===== config.mk =====
export PLATFORM = sky130hd
export DESIGN_NAME = ray_sequencer
export DESIGN_NICKNAME = d
export VERILOG_FILES = /design/src/rtl/ray_sequencer.sv
export SDC_FILE = /design/constraint.sdc
export NUM_CORES = 1
export LEC_CHECK = 0
export CORE_MARGIN = 2
export CORE_UTILIZATION = 25
export DETAILED_ROUTE_END_ITERATION = 10
export PLACE_DENSITY = 0.64
export SETUP_SLACK_MARGIN = 0.5
export SYNTH_ARGS = -nofsm -noshare
export SYNTH_HDL_FRONTEND = slang
export SYNTH_SLANG_ARGS = --single-unit

===== constraint.sdc =====
create_clock -name clk_i -period 7.25 [get_ports clk_i]
set_clock_uncertainty 0.2 [all_clocks]
set_input_delay 1.45 -clock clk_i [delete_from_list [all_inputs] [get_ports clk_i]]
set_output_delay 1.45 -clock clk_i [all_outputs]
set_load 0.03 [all_outputs]

===== src/rtl/ray_sequencer.sv =====
// Steps one ray through every triangle ID, bounded by a credit counter that the
// accumulator's result-consumed pulses refill; ray_done marks the ray's last result.
//   state | meaning
//   IDLE  | waiting for a ray in the input FIFO
//   FETCH | ray FIFO read in flight, latch the ray
//   ISSUE | writing ray/triangle pairs, at most one every two cycles
//   DRAIN | every ID issued, waiting for outstanding results
module ray_sequencer #(
  parameter int D_BITS       = 32,
  parameter int M_BITS       = 12,
  parameter int NUM_TRI      = 1024,
  parameter int MAX_INFLIGHT = 8
) (
  input  logic                   clk_i,
  input  logic                   rst_ni,
  input  logic                   ray_empty_i,
  output logic                   ray_rd_en_o,
  input  logic [5:0][D_BITS-1:0] ray_i,
  input  logic                   tri_full_i,
  output logic                   tri_wr_en_o,
  output logic [5:0][D_BITS-1:0] tri_ray_o,
  output logic [M_BITS-1:0]      tri_id_o,
  output logic                   tri_last_o,
  input  logic                   res_done_i,
  output logic                   ray_done_o,
  output logic                   busy_o,
  output logic                   err_o
);

  localparam int                CW      = $clog2(MAX_INFLIGHT + 1);
  localparam logic [CW-1:0]     MAX_CNT = CW'(MAX_INFLIGHT);
  localparam logic [M_BITS-1:0] LAST_ID = M_BITS'(NUM_TRI - 1);

  typedef enum logic [1:0] {IDLE, FETCH, ISSUE, DRAIN} state_t;

  state_t                 state_q;
  logic [M_BITS-1:0]      next_id_q;
  logic [CW-1:0]          inflight_q, inflight_d;
  logic                   err_q, err_d;
  logic                   ray_rd_en_q, tri_wr_en_q, tri_last_q, ray_done_q, busy_q;
  logic [5:0][D_BITS-1:0] tri_ray_q;
  logic [M_BITS-1:0]      tri_id_q;
  logic                   issue;

  // A write only goes out when the previous one has had a cycle to show up in tri_full.
  assign issue = (state_q == ISSUE) && !tri_full_i && !tri_wr_en_q && (inflight_q < MAX_CNT);

  always_comb begin
    inflight_d = inflight_q;
    err_d      = err_q;
    if (issue && !res_done_i) begin
      inflight_d = inflight_q + 1'b1;
    end else if (!issue && res_done_i && (inflight_q != '0)) begin
      inflight_d = inflight_q - 1'b1;
    end
    if (res_done_i && (inflight_q == '0)) begin
      err_d = 1'b1;
    end
  end

  always_ff @(posedge clk_i or negedge rst_ni) begin
    if (!rst_ni) begin
      state_q     <= IDLE;
      next_id_q   <= '0;
      inflight_q  <= '0;
      err_q       <= 1'b0;
      ray_rd_en_q <= 1'b0;
      tri_wr_en_q <= 1'b0;
      tri_last_q  <= 1'b0;
      ray_done_q  <= 1'b0;
      busy_q      <= 1'b0;
      tri_ray_q   <= '0;
      tri_id_q    <= '0;
    end else begin
      inflight_q <= inflight_d;
      err_q      <= err_d;
      ray_done_q <= 1'b0;
      tri_last_q <= 1'b0;
      case (state_q)
        IDLE: begin
          if (!ray_empty_i) begin
            ray_rd_en_q <= 1'b1;
            busy_q      <= 1'b1;
            state_q     <= FETCH;
          end
        end
        FETCH: begin
          tri_ray_q   <= ray_i;
          ray_rd_en_q <= 1'b0;
          next_id_q   <= '0;
          state_q     <= ISSUE;
        end
        ISSUE: begin
          if (issue) begin
            tri_wr_en_q <= 1'b1;
            tri_id_q    <= next_id_q;
            tri_last_q  <= (next_id_q == LAST_ID);
            next_id_q   <= next_id_q + 1'b1;
            if (next_id_q == LAST_ID) begin
              state_q <= DRAIN;
            end
          end else begin
            tri_wr_en_q <= 1'b0;
          end
        end
        DRAIN: begin
          tri_wr_en_q <= 1'b0;
          if (inflight_q == '0) begin
            ray_done_q <= 1'b1;
            busy_q     <= 1'b0;
            state_q    <= IDLE;
          end
        end
        default: begin
          // err survives recovery so a prior credit fault stays visible.
          state_q     <= IDLE;
          next_id_q   <= '0;
          ray_rd_en_q <= 1'b0;
          tri_wr_en_q <= 1'b0;
          busy_q      <= 1'b0;
          tri_ray_q   <= '0;
          tri_id_q    <= '0;
        end
      endcase
    end
  end

  assign ray_rd_en_o = ray_rd_en_q;
  assign tri_wr_en_o = tri_wr_en_q;
  assign tri_ray_o   = tri_ray_q;
  assign tri_id_o    = tri_id_q;
  assign tri_last_o  = tri_last_q;
  assign ray_done_o  = ray_done_q;
  assign busy_o      = busy_q;
  assign err_o       = err_q;

endmodule


**Word level (Yosys, flattened, before mapping)**

Cells that the tools add are included.

- Word-level logic and storage cells: 71
- Output and inout port bits: 210
- Bits of input ports: 197
- Register bits: 228

- Add/sub/neg operators: 3
- Reductions and logical operators: 24
- Eq/ne operators: 8
- Multiplexer cells: 19
- $lt $le $gt $ge: 1

Operators by type and width:

| kind | number |
|---|---|
| 12-bit case mux with 2 select lines | 1 |
| 12-bit by 1-bit adder with 12-bit output (second input constant) | 1 |
| 12-bit by 10-bit equality test with 1-bit output (second input constant) | 1 |
| 12-bit two-way mux | 1 |
| 2-bit nonzero test | 5 |
| 2-bit two-way mux | 4 |
| 4-bit two-way mux | 2 |
| 2-bit case mux with 4 select lines | 1 |
| 1-bit logical AND | 7 |
| 1-bit two-way mux | 7 |
| 2-bit inequality test (second input constant) | 3 |
| 1-bit case mux with 2 select lines | 3 |
| 2-bit AND reduction | 3 |
| 4-bit by 1-bit adder with 4-bit output (second input constant) | 1 |
| 2-bit equality test (second input constant) | 2 |
| 1-bit zero test | 4 |
| 4-bit zero test | 1 |
| 4-bit less-than comparator (second input constant) | 1 |
| 4-bit AND reduction | 1 |
| 4-bit nonzero test | 1 |
| 4-bit by 1-bit subtractor with 4-bit output (second input constant) | 1 |
| 3-bit AND reduction | 1 |
| 2-bit by 1-bit equality test with 1-bit output (second input constant) | 1 |
| 2-bit zero test | 1 |
| 2-bit by 1-bit inequality test with 1-bit output (second input constant) | 1 |

**Depth between registers and ports, before layout**

- Word-level depth: 9
- Depth in mapped cells: 11
- Gate-level depth less buffers: 10

**Worst setup path before layout**

Ideal clock, no wire load.

- Kind: input to register
- From: input tri_full_i
- To: register inflight_q[3]
- Cell stages on the path: 9
- Data arrival time: 3.169 ns
- Path slack: 3.750 ns
- Setup time: 0.131 ns
- Required time: 6.919 ns
- Buffers on the path: 1
- Path through: or4b_1 > buf_6 > nor2_1 > inv_1 > ha_1 > a21oi_1 > a21oi_1 > a41oi_1 > o21ai_0

- Longest elaborated chain between the ends: 8
- Elaborated cells on any way between the ends: 10
- Those cells by class: 1 x mux; 9 x reduce/logical

RTL lines:

| item | RTL line | source |
|---|---|---|
| start: declaration | 19 | `input logic tri_full_i,` |
| 1-bit zero test (*) | 46 | `assign issue = (state_q == ISSUE) && !tri_full_i && !tri_wr_en_q && (inflight_q < MAX_CNT);` |
| 1-bit logical AND (*) (3 in a row) | 46 |  |
| 1-bit zero test | 53 | `end else if (!issue && res_done_i && (inflight_q != '0)) begin` |
| 1-bit logical AND (2 in a row) | 53 |  |
| 2-bit nonzero test (no source line) | - |  |
| end signal: assignment | 75 | `inflight_q <= inflight_d;` |
| end: declaration | 38 | `logic [CW-1:0] inflight_q, inflight_d;` |

Every way passes the cells marked *; elsewhere a longest branch is shown, timed or not.
A chain may end at the register's enable or synchronous reset.

**Worst setup path in the final report**

Same ends and word-level chain as after synthesis.

==> impl_metrics.json <==
{
  "status": "complete, no violations",
  "diodes": 0,
  "ys_types": 39,
  "multiInputGateArea_um2": 3010,
  "drv_cap": 0,
  "max_slew.worst_pin.slew_ps": 1030,
  "clock-sinks": 228,
  "grt_pass1_wl_mm": 37.0,
  "grt_use_met3": 0.0599,
  "grt_pass1_vias": 6671,
  "synth_cells": 587,
  "dpl.hpwl_mm": 17.4,
  "power_density_nw_per_um2": 512,
  "slew_violations": 0,
  "fp.dieH_um": 192,
  "synth_top_area_frac": 0.646,
  "critPathMostFrequentCell": "a21oi_1",
  "drive_gt1_frac": 0.241,
  "antenna_found_initial": 0,
  "dr.pass1.iters": 4,
  "synth_area_um2": 8830,
  "rsz0062_at_grt": "no",
  "grt-ovfl-total": 0,
  "dp_cells": 1423,
  "critical_path_peak_fanout": 19,
  "worst_setup_path_end_kind": "flop",
  "wl_per_cell_um": 16.6,
  "slew_headroom": 0.314,
  "io_buffer_count": 406,
  "cts_buffer_depth": 3,
  "grt_usage": 0.127,
  "cts_tree": "built",
  "min_period_ps": 3950,
  "stdcell_count": 1467,
  "place_ws_ps": 2780,
  "area_growth_pct": 61.3,
  "h-tree-depth": 1,
  "arrival_ps": 4150,
  "yosysWarnings": 0,
  "synth_top_area_cell": "dfrtp_1",
  "synth_nets": 793,
  "die_w_um": 192,
  "start_util": 0.255,
  "ys_top_cells_by_area": "dfrtp_1 65%, mux2_2 25%, nand2_1 1.9%, clkbuf_1 1.2%, ha_1 1.1%",
  "worstPathCellList": "clkdlybuf4s50_1 -> or4b_1 -> nor2_1 -> inv_1 -> ha_1 -> a21oi_1 -> a21oi_1 -> a41oi_1 -> o21ai_0",
  "synthFlopType": "dfrtp_1",
  "nets": 1203,
  "hold_path_class": "flop to flop",
  "synthArstFlopShare": 1.00,
  "crit_type": "input pin to flop",
  "num_io_pins": 407,
  "worst_ir_drop_vdd_mv": 0.270,
  "synth_most_common_cell": "dfrtp_1",
  "post_cts_buffers": 0,
  "core_area_um2": 34600,
  "grt_use_met1": 0.155,
  "setup_violations": 0,
  "power_leakage_nw": 5.88,
  "grt_max_degree": 131,
  "finalHoldViolations": 0,
  "crit_required_ps": 7460,
  "cts_inserted_buffers": 27,
  "fillers": 3256,
  "cpPeakStageDelay_ps": 900,
  "max_freq_mhz": 253,
  "final.setup.tns_ps": 0,
  "viasPerCell": 4.25,
  "yosysSeqAreaShare": 0.646,
  "use_met2": 0.198,
  "syn_avg_cell_area_um2": 15.0,
  "crit_path_top_delay_cell": "or4b_1",
  "ctsHoldBuffers": 0,
  "gp_congestion": 0.761,
  "fp.dieArea_um2": 36900,
  "worstSkewPairLatency_ps": 530,
  "drt_wl_total_mm": 24.4,
  "drc": 0,
  "initialDrtViolationCount": 155,
  "r2r_cells": 10,
  "ant_nets": 0,
  "busiest_layer": "met2",
  "critPathLaunchType": "input pin",
  "ys_ff_latch": 228,
  "hold-path-cell-count": 1,
  "cts.clk_slew.worst_paths_ps": 60,
  "post_cts_resized": 0,
  "synth_edf_count": 0,
  "r2r_slack_ps": 3830,
  "min_period_over_period": 0.544,
  "row_count": 68,
  "num_vias": 6234,
  "cts.root.buffer_cell": "clkbuf_16",
  "synth_common_cells": "228 x dfrtp_1, 194 x mux2_2, 44 x nand2_1",
  "seqCellArea_um2": 5710,
  "fin_ws_ps": 3300
}
[final cells by class]
type	count	share of cell area
clock buffers	36	0.0533
clock inverters	8	0.00527
inverters	6	0.00158
multi-input cells	324	0.211
flip-flops and latches	228	0.400
well taps	455	0.0399
repair buffers	410	0.288
[metrics by stage]
stage	power (W)	utilization	cell area, um2	hold WS (ps)
6_report	0.00730	0.412	14300	266
5_1_grt	0.00769	0.412	14300	284
4_1_cts	0.00741	0.412	14300	269
3_5_place_dp	0.00606	0.387	13400	253
3_3_place_gp	0.00601	0.387	13400	243
2_1_floorplan	0.00444	-	8830	293
[where the power goes]
| part | internal, W | switching [W] |
|---|---|---|
| clock network | 0.000763 | 0.000529 |
| logic | 0.00179 | 0.00201 |
| registers | 0.00188 | 0.000328 |
[registers in the layout, indices dropped and copies added, names as in the netlist]
name,count
tri_wr_en_o,1
ray_rd_en_o,1
ray_done_o,1
busy_o,1
tri_last_o,1
next_id_q,12
tri_ray_o,192
err_o,1
state_q,2
inflight_q,4
tri_id_o,12
[placed cells by master, fill, tap and decap left out, types with 2 or more instances in the layout]
cell type,count
clkbuf_8,5
and2_1,3
dfrtp_1,228
nor2_1,19
xor2_1,6
xnor2_1,3
clkbuf_1,4
nor4_1,2
ha_1,7
nand2b_1,2
a21oi_1,6
o21ai_0,3
clkinv_2,4
buf_4,3
nand3_1,4
mux2i_1,2
inv_1,6
nand2_1,44
clkbuf_16,27
mux2_2,194
clkdlybuf4s50_1,405
nand4_1,7
[cell families after synthesis]
kind of cell | after synthesis | synth area share
mux | 196 | 0.250
compound gates | 20 | 0.0181
fa+ha+maj | 9 | 0.0136
xor+xnor | 9 | 0.00892
flops | 228 | 0.646
buf+inv | 35 | 0.0157
simple gates | 90 | 0.0482
[final timing paths]
path                                 start             end
worst max-delay path            tri_full_i   inflight_q[3]
worst min-delay path                 err_o           err_o
worst max register to register  state_q[0]   inflight_q[3]
worst min register to register       err_o           err_o
max in group asynchronous           rst_ni  tri_ray_o[139]
min in group asynchronous           rst_ni   tri_ray_o[88]
[layer usage]
metal	wire [um]	up-vias
met5	0	-
met4	802	0
met3	2690	47
met2	11100	273
met1	9800	3049
li1	-	2865
[worst max-delay path, delay by kind of cell]
kind,cells,cell delay (ps)
simple gates,2,1160
compound gates,4,660
buf+inv,2,550
fa+ha+maj,1,340
Power figures use the tool's default switching activity.
